--- src/rtl/fp_normalizer.sv ---
// Two-stage valid/ready normalizer: leading-zero count in S1, shift and exponent adjust in S2.
// Optional macro NORM_DENORM_EN turns exponent underflow into a denormal instead of flush-to-zero.
module fp_normalizer (
  input  logic        clk,
  input  logic        rst_n,
  input  logic        in_valid,
  output logic        in_ready,
  input  logic        in_sign,
  input  logic [7:0]  in_exp,
  input  logic [23:0] in_mant,
  output logic        out_valid,
  input  logic        out_ready,
  output logic        out_sign,
  output logic [7:0]  out_exp,
  output logic [22:0] out_frac,
  output logic        out_zero,
  output logic        out_uflow,
  output logic        busy
);

  // Leading-zero count; returns 23 for both 0 and 1, so zero is flagged separately.
  function automatic logic [5:0] priencoder(input logic [23:0] mant);
    logic [5:0] lzc;
    lzc = 6'd23;
    for (int i = 0; i < 24; i++) begin
      if (mant[i]) begin
        lzc = 6'(23 - i);
      end
    end
    return lzc;
  endfunction

  logic        s1_valid_r;
  logic        s1_sign_r;
  logic [7:0]  s1_exp_r;
  logic [22:0] s1_mant_r;
  logic [5:0]  s1_lzc_r;
  logic        s1_zero_r;

  logic        s2_valid_r;
  logic        s2_sign_r;
  logic [7:0]  s2_exp_r;
  logic [22:0] s2_frac_r;
  logic        s2_zero_r;
  logic        s2_uflow_r;

  logic        s1_adv_s;
  logic        accept_s;
  logic [7:0]  nx_exp_s;
  logic [22:0] nx_frac_s;
  logic        nx_zero_s;
  logic        nx_uflow_s;
`ifdef NORM_DENORM_EN
  logic [7:0]  sh_s;
`endif

  assign s1_adv_s = s1_valid_r & (~s2_valid_r | out_ready);
  assign in_ready = ~s1_valid_r | s1_adv_s;
  assign accept_s = in_valid & in_ready;

  // Stage 1: capture the input fields with their leading-zero count.
  always_ff @(posedge clk or negedge rst_n) begin
    if (!rst_n) begin
      s1_valid_r <= 1'b0;
      s1_sign_r  <= 1'b0;
      s1_exp_r   <= 8'd0;
      s1_mant_r  <= 23'd0;
      s1_lzc_r   <= 6'd0;
      s1_zero_r  <= 1'b0;
    end else begin
      if (accept_s) begin
        s1_valid_r <= 1'b1;
        s1_sign_r  <= in_sign;
        s1_exp_r   <= in_exp;
        // Bit 23 always shifts out of the fraction, so it need not be kept.
        s1_mant_r  <= in_mant[22:0];
        s1_lzc_r   <= priencoder(in_mant);
        s1_zero_r  <= (in_mant == 24'd0);
      end else if (s1_adv_s) begin
        s1_valid_r <= 1'b0;
      end else begin
        s1_valid_r <= s1_valid_r;
      end
    end
  end

  // Stage 2 datapath: normal shift, zero, or underflow handling.
  always_comb begin
    nx_exp_s   = 8'd0;
    nx_frac_s  = 23'd0;
    nx_zero_s  = 1'b0;
    nx_uflow_s = 1'b0;
`ifdef NORM_DENORM_EN
    sh_s       = 8'd0;
`endif
    if (s1_zero_r) begin
      nx_zero_s = 1'b1;
    end else if (s1_exp_r > {2'b00, s1_lzc_r}) begin
      nx_exp_s  = s1_exp_r - {2'b00, s1_lzc_r};
      nx_frac_s = s1_mant_r << s1_lzc_r;
    end else begin
      nx_uflow_s = 1'b1;
`ifdef NORM_DENORM_EN
      sh_s      = (s1_exp_r == 8'd0) ? 8'd0 : (s1_exp_r - 8'd1);
      nx_frac_s = s1_mant_r << sh_s;
`else
      nx_zero_s = 1'b1;
`endif
    end
  end

  // Stage 2 register: loads on S1 advance, empties when consumed without refill.
  always_ff @(posedge clk or negedge rst_n) begin
    if (!rst_n) begin
      s2_valid_r <= 1'b0;
      s2_sign_r  <= 1'b0;
      s2_exp_r   <= 8'd0;
      s2_frac_r  <= 23'd0;
      s2_zero_r  <= 1'b0;
      s2_uflow_r <= 1'b0;
    end else begin
      if (s1_adv_s) begin
        s2_valid_r <= 1'b1;
        s2_sign_r  <= s1_sign_r;
        s2_exp_r   <= nx_exp_s;
        s2_frac_r  <= nx_frac_s;
        s2_zero_r  <= nx_zero_s;
        s2_uflow_r <= nx_uflow_s;
      end else if (out_ready) begin
        s2_valid_r <= 1'b0;
      end else begin
        s2_valid_r <= s2_valid_r;
      end
    end
  end

  assign out_valid = s2_valid_r;
  assign out_sign  = s2_sign_r;
  assign out_exp   = s2_exp_r;
  assign out_frac  = s2_frac_r;
  assign out_zero  = s2_zero_r;
  assign out_uflow = s2_uflow_r;
  assign busy      = s1_valid_r | s2_valid_r;

endmodule
--- config.mk ---
export PLATFORM = sky130hd
export DESIGN_NAME = fp_normalizer
export DESIGN_NICKNAME = d
export VERILOG_FILES = /design/src/rtl/fp_normalizer.sv
export SDC_FILE = /design/constraint.sdc
export NUM_CORES = 1
export LEC_CHECK = 0
export BUFFER_PORTS_ARGS = -buffer_cell sky130_fd_sc_hd__buf_2
export CAP_MARGIN = 20
export CORE_ASPECT_RATIO = 0.6
export CORE_UTILIZATION = 35
export CTS_CLUSTER_SIZE = 40
export DETAILED_ROUTE_END_ITERATION = 10
export PLACE_DENSITY = 0.57
export SLEW_MARGIN = 20
export SYNTH_ARGS = -nofsm -noshare
export SYNTH_HDL_FRONTEND = slang
export SYNTH_SLANG_ARGS = --single-unit
export TNS_END_PERCENT = 5
--- constraint.sdc ---
create_clock -name clk -period 5 [get_ports clk]
set_input_delay 0.5 -clock clk [delete_from_list [all_inputs] [get_ports clk]]
set_output_delay 0.5 -clock clk [all_outputs]
set_load 0.01 [all_outputs]
==> reports/qor.yml, run 1 <==
status:
  outcome: "completed"
die:
  ios: 74
  floorplan.initialDensity_pct: 36.0
  floorplan.die_area_um2: 12900
  fp.coreArea_um2: 12100
  placement_row_count: 31
  die-width_um: 146
  chipHeight_um: 88.3
critical_path:
  timing.critical_path.arrival_ns: 3.48
  critical_path.startpoint: "s1_lzc_r[1]$_DFFE_PN0P_"
  worstSetupStartpointType: "flip-flop"
  ff2ff_path_depth: 8
  worst-path-max-fanout: 22
  worstSetupEndpointType: "flip-flop"
  timing.reg2reg.setup_slack_ns: 1.74
  critical_path.endpoint: "out_frac[5]$_DFFE_PN0P_"
  r2r-end: "out_frac[5]$_DFFE_PN0P_"
  path_class: "reg -> reg"
  rr_startpoint: "s1_lzc_r[1]$_DFFE_PN0P_"
  critical_path_required_time_ns: 5.22
sta:
  worst_slew_pin_slew_ns: 0.866
  setup_tns_ns: 0
  period_needed_ns: 3.26
  layout_worst_path_cycle_share_pct: 65.2
  finalSetupViolations: 0
  worst_hold_slack_ns: 0.0767
  timing_hold_violations_final: 0
  timing.clock.skew_ns: 0.00874
  fmaxAchievable_ghz: 0.307
  worst_slew_margin_rel_pct: 42.1
  slew_viol_final: 0
  grt_setup_unrepaired: "false"
yosys:
  asyncSetResetFlopFracSynth_pct: 100
  syn_nets: 463
  most_used_flip_flop_cell_after_synthesis: "dfrtp_1"
  yosys_register_bits: 74
  synthesis.area_um2: 4340
  yosysUniqueCellTypes: 56
  yosysWarningCount: 0
  proportion_of_synthesized_chip_area_in_sequential_cells_pct: 42.6
  synth_enable_flop_cells: 0
  post_synth_inst_count: 420
  synthesized_area_per_cell_um2: 10.3
clock_network:
  clk_transition_reported_paths_ns: 0.06
  postCtsSetupRepairBufs: 0
  cts.sink_count: 74
  clock_latency_ns: 0.34
  count_of_h_tree_levels_built_during_cts: 3
  cts.root.buffer_cell: "clkbuf_16"
  ctsHoldBuffers: 0
  cts-resized-gates: 0
  cts.path.max_buffers: 2
  cts_buffers: 9
  clock_tree_from_tritoncts: "done"
placement:
  buffer_ports.inserted: 73
  dpl.hpwl_mm: 8.96
  dp_cells: 639
  detailed_place.area_um2: 4820
  routabilityCongestion: 0.879
global_route:
  grt.overflow.total: 0
  grt_first_pass_wirelength_mm: 18.6
  gr-usage-all-layers_pct: 19.2
  grt_start_max_net_pins: 58
  first_global_vias: 3273
  antenna_violations_before_repair: 0
route:
  uppermost_metal_layer_occupied_by_signal_nets: "met4"
  vias_per_cell: 5.42
  length_of_routed_wiring_on_met1_mm: 6.65
  detail_route.drc_violations: 0
  met3_length_um: 780
  drtPass1Iterations: 4
  dr_vias: 3547
  initialDrtViolationCount: 252
  ant_nets_after_route: 0
  met2_length_mm: 4.26
  wl_per_cell_um: 18.0
  finalWirelength_mm: 11.8
power_and_ir_drop:
  vdd.ir_drop.worst_mv: 0.183
  power-per-cell-area_nw_per_um2: 426
  cellLeakagePower_nw: 2.27
min_path:
  timing.hold.worst.class: "in -> async"
final_layout:
  insertedDiodeCount: 0
  top_library_cells_by_usage_in_the_layout_fill_and_taps_aside: "74 x dfrtp_1, 73 x buf_2, 64 x nand2_1"
  number_of_nets_in_the_finished_design: 528
  mostFrequentLayoutCell: "dfrtp_1"
  area.growth.synth_to_final_pct: 18.8
  drive_gt1_share_pct: 33.1
  non_filler_instance_count_after_layout: 655
  post_route_cell_area_um2: 5160
job:
  max_cap_violations: 0
==> stage by stage <==
| step | worst slack [ns] | total power, mW | util (%) |
|---|---|---|---|
| 6_report | 1.74 | 2.20 | 42.8 |
| 5_1_grt | 1.44 | 2.32 | 42.8 |
| 4_1_cts | 1.76 | 2.21 | 42.8 |
| 3_5_place_dp | 1.78 | 1.48 | 40.0 |
| 3_3_place_gp | 1.84 | 1.47 | 40.0 |
| 2_1_floorplan | 2.33 | 1.24 | - |
==> cells by family (layout without fill, tap and decap cells) <==
| family | Yosys count | in the layout | share of synthesized area, % |
|---|---|---|---|
| simple gates | 132 | 132 | 13.9 |
| compound gates | 99 | 99 | 15.7 |
| flops | 74 | 74 | 42.6 |
| mux | 71 | 71 | 21.1 |
| buf+inv | 33 | 103 | 3.72 |
| fa+ha+maj | 6 | 6 | 1.90 |
| xor+xnor | 5 | 5 | 1.01 |
==> cell usage after synthesis, types with 3 or more instances <==
library cell	count	area share, %
buf_2	3	0.35
inv_1	9	0.78
nand3_1	3	0.35
dfrtp_1	74	43
mux4_2	12	6.2
a22o_1	7	1.4
nor2b_1	3	0.43
a21oi_1	14	1.6
nor3_1	8	0.92
nor2_1	24	2.1
clkbuf_1	14	1.2
buf_6	4	1.0
a2bb2oi_1	4	0.81
nand2b_1	9	1.3
a221oi_1	3	0.61
mux2_2	44	11
a211oi_1	4	0.69
xnor2_1	5	1.0
nor4_1	7	1.0
o31ai_1	11	1.9
ha_1	5	1.4
nand2_1	64	5.5
o21ai_2	6	1.2
a22oi_1	3	0.52
mux2i_1	15	3.5
o21ai_0	28	3.2
==> state kept, by name, summed over array words and instances (netlist names) <==
register	cells
out_exp	8
out_frac	23
out_sign	1
out_uflow	1
out_valid	1
out_zero	1
s1_exp_r	8
s1_lzc_r	5
s1_mant_r	23
s1_sign_r	1
s1_valid_r	1
s1_zero_r	1
==> worst min-delay path by stage <==
stage                        endpoint  slack (ns)  cells after the start
4_1_cts        out_exp[3]$_DFFE_PN0P_        0.08                      1
2_1_floorplan  out_exp[0]$_DFFE_PN0P_        0.20                      0
3_5_place_dp   out_exp[3]$_DFFE_PN0P_        0.44                      1
6_report       out_exp[3]$_DFFE_PN0P_        0.08                      1
5_1_grt        out_exp[3]$_DFFE_PN0P_        0.09                      1
3_3_place_gp   out_exp[1]$_DFFE_PN0P_        0.43                      1
==> routing by layer <==
metal,up-vias,track usage [%]
met5,-,0
met4,0,5.07
met3,13,5.00
met2,140,24.1
met1,1721,31.0
li1,1673,-
==> report_power, final <==
group	switching [mW]	leakage, nW	internal, mW
registers	0.0998	0.900	0.720
logic	0.360	1.20	0.300
clock network	0.253	0.162	0.466
total	0.713	2.27	1.49
==> worst max-delay path, cell delays in order, from the launching register on <==
cell and delay (ns):
dfrtp_1 0.84, clkinv_1 0.15, buf_4 0.24, fa_1 0.46
a211oi_1 0.34, o21a_1 0.24, o31a_1 0.42, nor2_1 0.15
a32o_1 0.30
==> area by class of cell <==
type	count	area [um^2]
multi-input combinational	313	2330
tap	165	206
sequential	74	1850
clock inverter	5	85.1
inverter	10	37.5
timing repair buffer	77	395
fill	1197	6900
clock buffer	11	253
No activity file was read; power rests on OpenSTA's default activity.
==> inputs of run 2 (changes only) <==
Clock period 5 ns to 3.1 ns, I/O delays scaled along.
==> reports/qor.yml, run 2 (synthesis gave the netlist of run 1 again) <==
clock_network:
  cts_buffers: 9  # unchanged
  cts-resized-gates: 0  # unchanged
  cts.path.max_buffers: 2  # unchanged
  clock_latency_ns: 0.34  # about the same
  clk_transition_reported_paths_ns: 0.06  # about the same
  ctsHoldBuffers: 0  # unchanged
  clock_tree_from_tritoncts: "done"
  cts.sink_count: 74  # unchanged
  count_of_h_tree_levels_built_during_cts: 3  # unchanged
  postCtsSetupRepairBufs: 0  # unchanged
  cts.root.buffer_cell: "clkbuf_16"
placement:
  detailed_place.area_um2: 4870  # +1.0%
  dp_cells: 644  # +0.78%
  routabilityCongestion: 0.934  # +6.2%
  dpl_worst_slack_ns: 0.422  # -1.36 ns
  buffer_ports.inserted: 73  # unchanged
  dpl.hpwl_mm: 8.89  # -0.81%
route:
  detail_route.drc_violations: 0  # unchanged
  finalWirelength_mm: 11.6  # -1.5%
  vias_per_cell: 5.34  # -1.3%
  met2_length_mm: 4.21  # -1.2%
  wl_per_cell_um: 17.6  # -2.2%
  met3_length_um: 706  # -9.5%
  drtPass1Iterations: 4  # unchanged
  uppermost_metal_layer_occupied_by_signal_nets: "met4"
  ant_nets_after_route: 0  # unchanged
  length_of_routed_wiring_on_met1_mm: 6.62  # -0.42%
  dr_vias: 3526  # -0.59%
  initialDrtViolationCount: 312  # +24%
sta:
  slew_viol_final: 0  # unchanged
  timing_hold_violations_final: 0  # unchanged
  layout_worst_path_cycle_share_pct: 86.5  # +21 points
  grt_setup_unrepaired: "false"
  worst_slew_pin_slew_ns: 0.919  # +0.0534 ns
  setup_tns_ns: 0  # unchanged
  finalSetupViolations: 0  # unchanged
  setup_ws_ns: 0.419  # -1.32 ns
  fmaxAchievable_ghz: 0.373  # +22%
  worst_slew_margin_rel_pct: 38.7  # -3.4 points
  timing.clock.skew_ns: 0.00665  # -0.00209 ns
  period_needed_ns: 2.68  # -0.580 ns
final_layout:
  number_of_nets_in_the_finished_design: 533  # +0.95%
  mostFrequentLayoutCell: "dfrtp_1"
  ff_latch_area_um2: 1850  # unchanged
  multi_input_area_um2: 2330  # unchanged
  area.growth.synth_to_final_pct: 20.1
  non_filler_instance_count_after_layout: 660  # +0.76%
  drive_gt1_share_pct: 33.7  # +0.68 points
  top_library_cells_by_usage_in_the_layout_fill_and_taps_aside: "74 x dfrtp_1, 73 x buf_2, 64 x nand2_1"
  layout.filler_cells: 1190  # -0.58%
  insertedDiodeCount: 0  # unchanged
  fin_util_pct: 43.2  # +0.46 points
  post_route_cell_area_um2: 5210  # +1.1%
critical_path:
  worstSetupStartpointType: "flip-flop"
  critical_path.startpoint: "s1_lzc_r[4]$_DFFE_PN0P_"
  worst-path-buf-inv: 1  # -1
  path_delay_family: "compound AO/OA/AOI/OAI gates"
  cp_num_cells: 7  # -1
  worstSetupEndpointType: "flip-flop"
  worst-path-max-fanout: 14  # -36%
  r2r-end: "out_frac[7]$_DFFE_PN0P_"
  rr_startpoint: "s1_lzc_r[4]$_DFFE_PN0P_"
  critical_path.endpoint: "out_frac[7]$_DFFE_PN0P_"
  cp_cell_sequence: "inv_1, ha_1, o21ai_1, o21a_1, o31a_1, or4_4, o21ai_2"
  slowest_cell_delay_on_critical_path_ns: 0.64  # -0.20 ns
  critical-path-slowest-cell: "dfrtp_1"
  critical_path_required_time_ns: 3.37  # -1.85 ns
  path_class: "reg -> reg"
  timing.reg2reg.setup_slack_ns: 0.42  # -1.32 ns
  ff2ff_path_depth: 7  # -1
  timing.critical_path.arrival_ns: 2.95  # -0.53 ns
die:
  die-width_um: 146  # unchanged
  ios: 74  # unchanged
  floorplan.die_area_um2: 12900  # unchanged
  placement_row_count: 31  # unchanged
  chipHeight_um: 88.3  # unchanged
  floorplan.initialDensity_pct: 36.0  # unchanged
  fp.coreArea_um2: 12100  # unchanged
status:
  outcome: "completed"
min_path:
  timing.hold.worst.class: "in -> async"
global_route:
  antenna_violations_before_repair: 0  # unchanged
  first_global_vias: 3167  # -3.2%
  grt_first_pass_wirelength_mm: 18.4  # -0.93%
  grt_start_max_net_pins: 50  # -14%
  gr-usage-all-layers_pct: 19.1  # -0.077 points
  grt.overflow.total: 0  # unchanged
power_and_ir_drop:
  vdd.ir_drop.worst_mv: 0.277  # +51%
  cellLeakagePower_nw: 2.30  # +1.6%
  power-per-cell-area_nw_per_um2: 687  # +61%
job:
  max_cap_violations: 0  # unchanged
[run 2: how the worst min path moves through the flow]
| stage | cells past startpoint | startpoint | slack, ns | endpoint |
|---|---|---|---|---|
| finish | 1 | rst_n | 0.12 | out_exp[5]$_DFFE_PN0P_ |
| global route | 1 | rst_n | 0.19 | out_exp[3]$_DFFE_PN0P_ |
| CTS | 1 | rst_n | 0.14 | out_exp[3]$_DFFE_PN0P_ |
| detailed placement | 2 | s1_sign_r$_DFFE_PN0P_ | 0.45 | out_sign$_DFFE_PN0P_ |
| global placement | 2 | s1_sign_r$_DFFE_PN0P_ | 0.45 | out_sign$_DFFE_PN0P_ |
| floorplan | 0 | rst_n | 0.01 | out_exp[0]$_DFFE_PN0P_ |
[run 2: per-layer routing]
layer  GRT usage (%)  vias to the layer above
met1            31.3                     1702
met2            23.8                      123
met5               0                        -
met3            4.79                       10
met4            4.88                        0
li1                -                     1691
[run 2: stage by stage]
step | hold slack [ns] | power, mW
final | 0.115 | 3.58
after global routing | 0.194 | 3.77
after CTS | 0.135 | 3.60
after detailed placement | 0.446 | 2.40
after global placement | 0.448 | 2.37
after floorplan | 0.0144 | 1.99
[run 2: cell type report]
cell class                 instances  share of cell area [%]
clock buffer                       9                    4.32
clock inverter                     7                    2.26
inverter                          10                   0.720
multi-input combinational        313                    44.7
sequential                        74                    35.5
tap                              165                    3.96
timing repair buffer              82                    8.54
[run 2: power by group]
group | internal (mW) | switching, mW | leakage [nW]
Combinational | 0.491 | 0.589 | 1.23
Sequential | 1.16 | 0.146 | 0.900
Clock | 0.785 | 0.407 | 0.169
Total | 2.44 | 1.14 | 2.30
